**config.mk**
```make
export PLATFORM = sky130hd
export DESIGN_NAME = lcd_cmd_sequencer
export DESIGN_NICKNAME = d
export VERILOG_FILES = /design/src/rtl/lcd_cmd_sequencer.sv
export SDC_FILE = /design/constraint.sdc
export NUM_CORES = 1
export LEC_CHECK = 0
export BUFFER_PORTS_ARGS = -buffer_cell sky130_fd_sc_hd__buf_2
export CORE_UTILIZATION = 62
export DETAILED_ROUTE_END_ITERATION = 7
export PLACE_DENSITY = 0.82
export RECOVER_POWER = 50
export SETUP_SLACK_MARGIN = 0.2
export SYNTH_ARGS = -nofsm -noshare
export SYNTH_HDL_FRONTEND = slang
export SYNTH_SLANG_ARGS = --single-unit
```
**constraint.sdc**
```tcl
create_clock -name clk -period 4.85 [get_ports clk]
set_input_delay 0.485 -clock clk [delete_from_list [all_inputs] [get_ports clk]]
set_output_delay 0.485 -clock clk [all_outputs]
set_load 0.02 [all_outputs]
```
**src/rtl/lcd_cmd_sequencer.sv**
```systemverilog
// Host-side command scheduler: buffers host image commands and issues them one at a time
// to the LCD controller over cmd/cmd_valid/busy, halting after a WRITE completes.
module lcd_cmd_sequencer #(
  parameter int DEPTH = 8,
  parameter int TMO   = 16,
  parameter int CNT_W = 16
) (
  input  logic                     clk,
  input  logic                     reset,
  input  logic [2:0]               host_cmd,
  input  logic                     host_valid,
  output logic                     host_ready,
  input  logic                     lcd_busy,
  input  logic                     lcd_done,
  output logic [2:0]               cmd,
  output logic                     cmd_valid,
  output logic [$clog2(DEPTH):0]   fifo_cnt,
  output logic [CNT_W-1:0]         issued_cnt,
  output logic                     seq_done,
  output logic                     err_timeout
);

  localparam int AW = $clog2(DEPTH);
  localparam int TW = $clog2(TMO);
  localparam logic [AW:0]   FULL     = (AW+1)'(DEPTH);
  localparam logic [TW-1:0] TMO_LAST = TW'(TMO - 1);

  typedef enum logic [2:0] {
    INIT, IDLE, ISSUE, WAIT_HI, WAIT_LO, WAIT_DONE, DONE
  } state_t;

  state_t          state;
  logic [2:0]      mem [DEPTH];
  logic [AW-1:0]   wr_ptr, rd_ptr;
  logic [AW:0]     cnt_nxt;
  logic [TW-1:0]   tmo_cnt;
  logic            is_write;
  logic            done_seen;
  logic            push, pop;

  assign push = host_valid && host_ready;
  assign pop  = (state == ISSUE);

  always_comb begin
    cnt_nxt = fifo_cnt;
    if (push && !pop)
      cnt_nxt = fifo_cnt + 1'b1;
    else if (!push && pop)
      cnt_nxt = fifo_cnt - 1'b1;
  end

  always_ff @(posedge clk) begin
    if (push)
      mem[wr_ptr] <= host_cmd;
  end

  // Pointers wrap naturally because DEPTH is a power of two.
  always_ff @(posedge clk or negedge reset) begin
    if (!reset) begin
      wr_ptr   <= '0;
      rd_ptr   <= '0;
      fifo_cnt <= '0;
    end else begin
      if (push) wr_ptr <= wr_ptr + 1'b1;
      if (pop)  rd_ptr <= rd_ptr + 1'b1;
      fifo_cnt <= cnt_nxt;
    end
  end

  always_ff @(posedge clk or negedge reset) begin
    if (!reset) begin
      state       <= INIT;
      cmd         <= '0;
      cmd_valid   <= 1'b0;
      host_ready  <= 1'b0;
      issued_cnt  <= '0;
      seq_done    <= 1'b0;
      err_timeout <= 1'b0;
      is_write    <= 1'b0;
      done_seen   <= 1'b0;
      tmo_cnt     <= '0;
    end else begin
      cmd_valid  <= 1'b0;
      host_ready <= (cnt_nxt < FULL);
      case (state)
        INIT: if (!lcd_busy) state <= IDLE;
        IDLE: begin
          if (fifo_cnt != '0 && !lcd_busy) begin
            state     <= ISSUE;
            cmd_valid <= 1'b1;
            cmd       <= mem[rd_ptr];
          end
        end
        ISSUE: begin
          state     <= WAIT_HI;
          is_write  <= (cmd == 3'd0);
          tmo_cnt   <= '0;
          done_seen <= 1'b0;
          if (issued_cnt != '1) issued_cnt <= issued_cnt + 1'b1;
        end
        WAIT_HI: begin
          if (lcd_busy) begin
            state <= WAIT_LO;
          end else if (tmo_cnt == TMO_LAST) begin
            err_timeout <= 1'b1;
            state       <= IDLE;
          end else begin
            tmo_cnt <= tmo_cnt + 1'b1;
          end
        end
        WAIT_LO: begin
          // A done arriving while busy is still high must not be lost.
          if (lcd_done) done_seen <= 1'b1;
          if (!lcd_busy) state <= is_write ? WAIT_DONE : IDLE;
        end
        WAIT_DONE: begin
          if (lcd_done || done_seen) begin
            state      <= DONE;
            seq_done   <= 1'b1;
            host_ready <= 1'b0;
          end
        end
        DONE:    host_ready <= 1'b0;
        default: state <= INIT;
      endcase
    end
  end

endmodule

```
; ---- Word level (Yosys, flattened, before mapping)
; Memories as Yosys holds them, arrays and structs flattened. A register that Yosys moved wholly into a read port is not among the register bits.
; Index checks and enable logic that the tools add are counted.
[op_classes]
addsub = 6
order_cmp = 1
eq_ne = 16
mux = 21
bitwise_logic = 2
n_reduce_logical = 21
[op_table]
columns = op, n
row1 = 3-bit 2-to-1 mux, 7
row2 = 3-bit one-hot mux with 7 select lines, 1
row3 = 16-bit by 1-bit adder with 16-bit output (second input constant), 1
row4 = 4-bit 2-to-1 mux, 4
row5 = 16-bit != test (second input constant), 1
row6 = 2-bit != test (second input constant), 7
row7 = 3-bit == test (second input constant), 3
row8 = 4-bit by 1-bit adder with 4-bit output (second input constant), 2
row9 = 4-bit one-hot mux with 2 select lines, 1
row10 = 2-bit AND reduction, 4
row11 = 3-bit by 1-bit adder with 3-bit output (second input constant), 2
row12 = 3-bit by 2-bit == test with 1-bit output (second input constant), 2
row13 = 3-bit zero test, 2
row14 = 1-bit 2-to-1 mux, 6
row15 = 3-bit AND reduction, 2
row16 = 6-bit AND reduction, 1
row17 = 4-bit == test (second input constant), 1
row18 = 1-bit logical AND, 4
row19 = 1-bit zero test, 4
row20 = 4-bit less-than comparator (second input constant), 1
row21 = 1-bit one-hot mux with 2 select lines, 2
row22 = 2-bit nonzero test, 2
row23 = 4-bit nonzero test, 1
row24 = 4-bit by 1-bit subtractor with 4-bit output (second input constant), 1
row25 = other kinds (4), 5
[word_totals]
reg_bits = 39
ramBits = 24
inputBits = 8
out_inout_bits = 27
word_cells = 80
n_memories = 1
[mem_list]
columns = name, words, word_bits, rd, rd_ports_with_merged_regs, write_ports, line
row1 = mem, 8, 3, 1, 1, 1, 33  ; logic [2:0] mem [DEPTH];

; ---- Depth between registers and ports, before layout
; Gate-level depths: netlist of run 1.
[depth]
depth_word = 8
mapped_depth = 9
mapped_depth_nobuf = 8

; ---- Least setup slack after synthesis of run 1
; OpenSTA, ideal clock, no wires.
[synth_timing]
kind = register -> register
start = register state[0]
end = register host_ready
setup_time_ns = 0.137
arrival_ns = 1.979
required_ns = 4.713
setup_slack_ns = 2.735
path_stages_with_launch = 10
path_buffers = 2
synth_period_minus_slack_ns = 2.115
path_cell_list = dfrtp_1 -> nand2b_1 -> or2_1 -> buf_2 -> buf_2 -> ha_1 -> nand2b_1 -> o41ai_1 -> xor2_1 -> a21oi_1
[synth_between]
elab_chain_len = 7
[synth_lines]
columns = item, line
row1 = start: declaration, 32  ; state_t state;
row2 = start signal: assignment, 114  ; if (!lcd_busy) state <= is_write ? WAIT_DONE : IDLE;
row3 = 3-bit by 2-bit == test with 1-bit output (*), 42  ; assign pop = (state == ISSUE);
row4 = 1-bit logical AND or 1-bit zero test (tied branches), "48, 46"
row5 = 4-bit 2-to-1 mux or 1-bit logical AND (tied branches), "48, 46"
row6 = 4-bit 2-to-1 mux (*), 46  ; if (push && !pop)
row7 = via cnt_nxt[3], 35  ; logic [AW:0] cnt_nxt;
row8 = 4-bit less-than comparator (*), 84  ; host_ready <= (cnt_nxt < FULL);
row9 = 1-bit 2-to-1 mux, 117  ; if (lcd_done || done_seen) begin
row10 = 1-bit one-hot mux with 2 select lines (*), 85  ; case (state)
row11 = end signal: assignment, 84
row12 = end: declaration, 12  ; output logic host_ready,
; The timed path passes the listed nets; every way through them passes the cells marked *.
; A chain may end at the register's enable or synchronous reset.

; ---- Worst setup path after layout of run 1
; Ends and elaborated chain as after synthesis.

==> reports/results.tsv, run 1 <==
metric	value	unit
status	finished with violations	
failing checks	max-capacitance violations, max-slew violations	
slowest stage delay, CP	0.49	ns
initial core utilization	64.5	%
cell area after layout	3410	um2
Final TNS setup	0	ns
Max Freq	391	MHz
post-place instance area	3260	um2
GRT overflow	0	
average cell area after synthesis	12.7	um2
Peak VDD IR	0.375	mV
postcts setup bufs	0	
top-area cell type share of the netlist area	34.5	%
CTS tree	done	
Critical Path Start	state[0]	
Final HPWL DP	3740	um
Placed Cells	334	
Area Growth Syn to Fin	11.9	%
synthesized area	3040	um2
most used cell, CP	nand2b_1	
vias in the first global route	1937	
Synth area leader	dfrtp_1	
Post-route DRC	0	
Slew Limit Fails	43	
Clock Path Buffers	2	
r2r worst-path depth	7	
slowest cell on the critical path	or2_1	
crit end category	register	
Leak	1.52	nW
commonest non-fill, non-tap cells in the layout	dfrtp_1, nand2_1, buf_2, edfxtp_1, xor2_1	
Synth Net Count	257	
post-route ant nets	0	
unrepaired setup endpoints after global routing	false	
Layout fillers	330	
Total Wirelength	5360	um
Final Cycle Share	52.8	%
layout cell share with drive strength beyond 1	17.3	%
port bufs	34	
Worst-Margin Slew	2.13	ns
Die Span Y	72.1	um
Yosys reg bits	66	
worst-path cell chain	nand2b_1 -> or2_1 -> ha_1 -> nand2b_1 -> o41ai_1 -> xor2_1 -> a21oi_1	
worst reg2reg startpoint	state[0]	
pwr dens	543	nW/um2
antenna diode count	0	
TritonRoute pass-1 iters	4	
CTS HTree Levels	3	
initial antenna violation count	0	
CTS Sinks	66	
post-synthesis sequential area ratio	58.2	%
Netlist cell types	47	
detailed-route wire length per cell	15.3	um
Reg clk slew, reported paths	0.06	ns
ys flop type	dfrtp_1	
final hold slack	0.445	ns
GP Congestion	0.892	
DIE WIDTH	72.1	um
critical path startpoint category	register	
commonest non-fill, non-tap cell in the layout	dfrtp_1	
relative slew slack	-42.0	%
worst setup path class	register to register	
clk_skew	0.00869	ns
final setup margin	2.29	ns
Max Cap Violations	1	
Resized Gates After CTS	0	
synth top area cells	dfrtp_1, edfxtp_1, xor2_1	
crit path max fanout	18	
DRT iter0 DRCs	166	
R2R Setup Slk	2.29	ns
Syn. warnings	0	
final setup fails	0	
worst slack, placed	2.37	ns
end point of the critical path	host_ready	
largest net degree at the start of global routing	43	
total number of vias	1967	
Hold/Removal Path Class	primary input to register	
Rows	25	
vias per cell	5.62	
clock buffer count from CTS	9	
Tmin final	2.56	ns
Root Driver	clkbuf_8	
CP required	5.05	ns
final hold violations	0	
total track usage	23.3	%
Gate Count Post-Synth	240	
Critical R2R Capture	host_ready	
Core Region	4720	um2
number of synthesized flops with an enable pin	24	
clk_lat worst skew	0.34	ns
die area	5190	um2
ys async rst share	63.6	%
first-pass GRT wire length	8850	um
post-route insts no fill	350	
I/O pins	35	
crit path DAT	2.76	ns
nets	295	
CTS Hold Bufs	0	
-- worst min path at each step --
stage,from,end,slack [ns],cells after the start
2_1_floorplan,reset,cmd[0],0.19,0
3_3_place_gp,err_timeout,err_timeout,0.45,2
3_5_place_dp,err_timeout,err_timeout,0.45,2
4_1_cts,reset,issued_cnt[6],0.30,1
5_1_grt,lcd_busy,err_timeout,0.44,2
6_report,lcd_busy,err_timeout,0.44,2
-- worst max-delay path, delay by kind of cell (launching register included) --
family | cells | cell delay [ns]
compound gates | 2 | 0.39
fa+ha+maj | 1 | 0.39
flops | 1 | 0.48
simple gates | 3 | 0.93
xor+xnor | 1 | 0.23
-- metrics by stage --
stage	utilization (%)	total power [mW]
global route	72.1	1.97
detailed placement	69.1	1.48
global placement	69.1	1.45
finish	72.1	1.85
floorplan	-	1.32
CTS	72.4	1.86
-- cells by family (layout without fill, tap and decap cells) --
| group | after synthesis | in the layout | synth area share [%] |
|---|---|---|---|
| mux | 15 | 15 | 8.84 |
| xor+xnor | 21 | 21 | 6.04 |
| fa+ha+maj | 9 | 9 | 3.70 |
| compound gates | 26 | 26 | 6.00 |
| flops | 66 | 66 | 58.2 |
| simple gates | 89 | 89 | 15.0 |
| buf+inv | 14 | 57 | 2.18 |
-- cell usage after synthesis, types with 5 or more instances --
cell type   n
nand2_1    26
dfrtp_1    42
edfxtp_1   24
nor3_1      8
mux4_1      6
ha_1        9
nand4_1     8
nor2_1     17
xor2_1     19
nor4_1      5
nand2b_1    6
o21ai_0     6
inv_1       5
-- report_power, final --
part	internal (mW)	leakage, nW	switching, mW
logic	0.268	0.694	0.331
registers	0.712	0.749	0.163
clock network	0.182	0.0816	0.195
total	1.16	1.52	0.688
-- routing by layer --
layer | global-route usage [%] | vias to the layer above | wire (um)
met3 | 5.56 | 11 | 219
li1 | - | 952 | -
met5 | 0 | - | 0
met2 | 37.5 | 62 | 2660
met1 | 29.4 | 942 | 2390
met4 | 12.9 | 0 | 97
-- sequential cells by signal, indices dropped and copies added (netlist names) --
signal / flops
cmd: 3
cmd_valid: 1
done_seen: 1
err_timeout: 1
fifo_cnt: 4
host_ready: 1
is_write: 1
issued_cnt: 16
mem: 24
rd_ptr: 3
seq_done: 1
state: 3
tmo_cnt: 4
wr_ptr: 3
-- cell type report --
type	instances	area, um2	share of cell area [%]
Clock buffer	12	135	3.97
Inverter	6	25.0	0.735
Timing Repair Buffer	35	165	4.85
Clock inverter	4	18.8	0.551
Multi-Input combinational cell	160	1210	35.4
Sequential cell	66	1770	52.0
Tap cell	67	83.8	2.46
(Power assumes the default switching activity.)
==> run 2, diff against run 1 <==
CORE_UTILIZATION = 52   (was 62)
PLACE_DENSITY = 0.73   (was 0.82)
clock period = 2.24 ns   (was 4.85 ns; I/O delays follow)
==> reports/results.tsv, run 2 (synthesis results as in run 1) <==
metric	value	unit
clk_skew	0.00826	ns
Top reg by flops	mem	
Area Growth Syn to Fin	15.0	%
status	complete, no violations	
port bufs	34	
clock buffer count from CTS	9	
DIE WIDTH	78.5	um
Root Driver	clkbuf_8	
Tmin final	1.94	ns
crit path DAT	2.17	ns
Clock Path Buffers	2	
initial core utilization	54.6	%
Slew Limit Fails	0	
DRT iter0 DRCs	125	
nets	299	
final setup margin	0.301	ns
post-route insts no fill	359	
TritonRoute pass-1 iters	4	
Final Cycle Share	86.5	%
Max Cap Violations	0	
largest net degree at the start of global routing	43	
total track usage	20.1	%
vias per cell	5.59	
Total Wirelength	5670	um
Post-route DRC	0	
commonest non-fill, non-tap cell in the layout	dfrtp_1	
clk_lat worst skew	0.35	ns
Max Freq	516	MHz
Core Region	5570	um2
critical path startpoint category	register	
Final Util	62.8	%
Peak VDD IR	0.752	mV
final hold violations	0	
initial antenna violation count	0	
Largest regs	mem x24, issued_cnt x16	
unrepaired setup endpoints after global routing	false	
vias in the first global route	1880	
area occupied by multi-input gates	1220	um2
GP Congestion	0.773	
I/O pins	35	
CTS Sinks	66	
CP required	2.47	ns
CTS Hold Bufs	0	
Placed Cells	343	
pwr dens	1220	nW/um2
worst slack, placed	0.363	ns
detailed-route wire length per cell	15.8	um
Worst-Margin Slew	1.04	ns
Final TNS setup	0	ns
Final HPWL DP	3930	um
worst setup path class	register to register	
Tot Pwr	4.27	mW
crit end category	register	
Layout fillers	457	
crit path max fanout	6	
Rows	27	
total number of vias	2006	
final setup fails	0	
Reg clk slew, reported paths	0.07	ns
first-pass GRT wire length	9130	um
Die Span Y	78.5	um
commonest non-fill, non-tap cells in the layout	dfrtp_1, nand2_1, edfxtp_1	
max reg flops	24	
layout cell share with drive strength beyond 1	19.9	%
post-route ant nets	0	
antenna diode count	0	
Hold/Removal Path Class	primary input to asynchronous set/reset pin	
postcts setup bufs	0	
CTS tree	done	
CTS HTree Levels	3	
Leak	1.58	nW
GRT overflow	0	
relative slew slack	30.8	%
Seq. cell area	1770	um2
die area	6160	um2
Resized Gates After CTS	0	
==> run 2: layout make-up <==
cell class / count / share of cell area, %
flip-flops and latches: 66 / 50.6
multi-input cells: 160 / 34.9
repair buffers: 39 / 5.43
clock buffers: 11 / 4.32
well taps: 72 / 2.57
clock inverters: 5 / 1.47
inverters: 6 / 0.715
==> run 2: power breakdown <==
part | leakage [nW] | switching [mW] | total [mW] | internal (mW)
Sequential | 0.749 | 0.301 | 1.84 | 1.54
Clock | 0.109 | 0.450 | 1.02 | 0.569
Combinational | 0.717 | 0.793 | 1.41 | 0.616
Total | 1.58 | 1.54 | 4.27 | 2.73
==> run 2: critical path, cell delays in order (launching register included) <==
cell	delay [ns]
dfrtp_1	0.38
nand2b_1	0.17
or2_1	0.28
ha_1	0.27
nand2b_4	0.18
o41ai_2	0.24
xor2_1	0.24
a21oi_1	0.06
==> run 2: layer usage <==
metal	vias to the layer above	global-route usage, %	routed length [um]
met5	-	0	0
met4	0	11.7	135
met3	11	3.84	208
met2	48	31.3	2680
met1	978	26.3	2640
li1	969	-	-
==> run 2: through the flow <==
step,instance area (um2),hold WS (ns)
after floorplan,3060,-0.0716
after global placement,3320,0.416
after detailed placement,3320,0.427
after CTS,3520,0.0540
after global routing,3500,0.138
final,3500,0.0435
==> run 2: final timing paths <==
path                            slack [ns]             to  cells after the start         from
worst max-delay path                  0.30     host_ready                      7     state[0]
worst min-delay path                  0.04       seq_done                      1        reset
worst max register to register        0.30     host_ready                      7     state[0]
worst min register to register        0.47    err_timeout                      2  err_timeout
max in group asynchronous             1.55  issued_cnt[8]                      1        reset
min in group clk                      0.17    err_timeout                      2     lcd_busy
==> run 3, diff against run 2 <==
CORE_UTILIZATION = 54   (was 52)
CTS_BUF_LIST = sky130_fd_sc_hd__clkbuf_8   (was unset)
CTS_CLUSTER_DIAMETER = 40   (was unset)
PLACE_DENSITY = 0.76   (was 0.73)
==> reports/results.tsv, run 3 (synthesis results as in run 1) <==
metric	value	unit
TritonRoute pass-1 iters	4	
GRT overflow	0	
largest net degree at the start of global routing	43	
pwr dens	1200	nW/um2
Final Cycle Share	84.4	%
vias in the first global route	1929	
Top reg by flops	mem	
final hold slack	0.0449	ns
commonest non-fill, non-tap cells in the layout	dfrtp_1, nand2_1, edfxtp_1	
Core Region	5270	um2
Max Freq	529	MHz
Max Cap Violations	0	
total number of vias	1975	
detailed-route wire length per cell	15.2	um
worst setup path class	register to register	
Leak	1.57	nW
cell area after layout	3510	um2
CP required	2.47	ns
Clock Path Buffers	2	
internal power	2.67	mW
relative slew slack	30.7	%
Area Growth Syn to Fin	15.3	%
initial antenna violation count	0	
nets	301	
total track usage	20.9	%
layout cell share with drive strength beyond 1	20.8	%
unrepaired setup endpoints after global routing	false	
post-route insts no fill	359	
Root Driver	clkbuf_8	
antenna diode count	0	
Peak VDD IR	0.943	mV
switching share of total power	36.7	%
I/O pins	35	
max reg flops	24	
Placed Cells	343	
post-place instance area	3330	um2
Largest regs	mem x24, issued_cnt x16	
critical path startpoint category	register	
Slew Limit Fails	0	
sequential power share	43.6	%
Die Span Y	77.1	um
Rows	26	
combinational share of power	33.1	%
Final TNS setup	0	ns
crit path max fanout	6	
DRT iter0 DRCs	96	
initial core utilization	57.8	%
sw power	1.55	mW
R2R Setup Slk	0.35	ns
Tmin final	1.89	ns
final setup fails	0	
Critical R2R Capture	host_ready	
crit end category	register	
Total Wirelength	5470	um
clock network power share	23.3	%
Reg clk slew, reported paths	0.07	ns
CTS tree	done	
port bufs	34	
GP Congestion	0.806	
Final HPWL DP	3680	um
DIE WIDTH	77.1	um
r2r worst-path depth	7	
post-route ant nets	0	
final hold violations	0	
status	complete, no violations	
final setup margin	0.349	ns
Post-route DRC	0	
Worst-Margin Slew	1.04	ns
CTS HTree Levels	3	
worst-path cell chain	nand2b_1 -> or2_1 -> ha_1 -> nand2b_4 -> o41ai_2 -> xor2_1 -> a21oi_1	
clock buffer count from CTS	9	
first-pass GRT wire length	9190	um
slowest stage delay, CP	0.38	ns
worst reg2reg startpoint	state[0]	
vias per cell	5.50	
crit path DAT	2.12	ns
worst slack, placed	0.351	ns
slowest cell on the critical path	dfrtp_1	
clk_lat worst skew	0.35	ns
commonest non-fill, non-tap cell in the layout	dfrtp_1	
CTS Sinks	66	
clk_skew	0.00534	ns
die area	5940	um2
Hold/Removal Path Class	primary input to asynchronous set/reset pin	
Layout fillers	432	
run 3: worst max path at each step:
stage | startpoint | end | slack (ns) | cells after the start
4_1_cts | issued_cnt[0] | issued_cnt[1] | 0.35 | 6
2_1_floorplan | state[0] | host_ready | 0.23 | 9
3_3_place_gp | state[0] | host_ready | 0.43 | 7
3_5_place_dp | issued_cnt[0] | issued_cnt[1] | 0.35 | 6
5_1_grt | state[0] | host_ready | 0.24 | 7
6_report | state[0] | host_ready | 0.35 | 7
run 3: stage by stage:
stage	power (mW)	util, %
floorplan	2.87	-
global placement	3.24	63.2
detailed placement	3.28	63.2
CTS	4.27	66.8
global route	4.49	66.6
finish	4.22	66.6
run 3: power by group through the flow:
stage | Clock [mW] | Combinational [mW] | Sequential, mW
global placement | 0 | 1.39 | 1.85
finish | 0.983 | 1.40 | 1.84
global route | 1.05 | 1.55 | 1.89
CTS | 1.00 | 1.43 | 1.84
floorplan | 0 | 0.955 | 1.92
detailed placement | 0 | 1.42 | 1.86
run 3: layer usage:
metal	vias to the layer above	GRT usage, %	wire (um)
li1	965	-	-
met1	954	25.4	2430
met2	44	32.8	2610
met3	12	8.69	313
met4	0	8.87	115
met5	-	0	0
run 3: repair_timing:
item | in CTS | in global routing
hold buffers | 0 | 0
gates resized for setup | 0 | 1
setup buffers | 0 | 0
setup endpoints to repair | 0 | 1
run 3: layout make-up:
type | count | area [um2] | share of cell area [%]
Tap cell | 70 | 87.6 | 2.49
Multi-Input combinational cell | 160 | 1230 | 35.0
Inverter | 6 | 25.0 | 0.713
Clock inverter | 7 | 70.1 | 2.00
Sequential cell | 66 | 1770 | 50.5
Clock buffer | 9 | 124 | 3.53
Timing Repair Buffer | 41 | 205 | 5.84
run 3: critical path, delay by kind of cell, from the launching register on:
| kind | cells | cell delay, ns |
|---|---|---|
| and+or+nand+nor | 3 | 0.64 |
| AOI/OAI and AO/OA | 2 | 0.29 |
| xor gates and xnor gates | 1 | 0.21 |
| adders and majority gates | 1 | 0.27 |
| DFF | 1 | 0.38 |
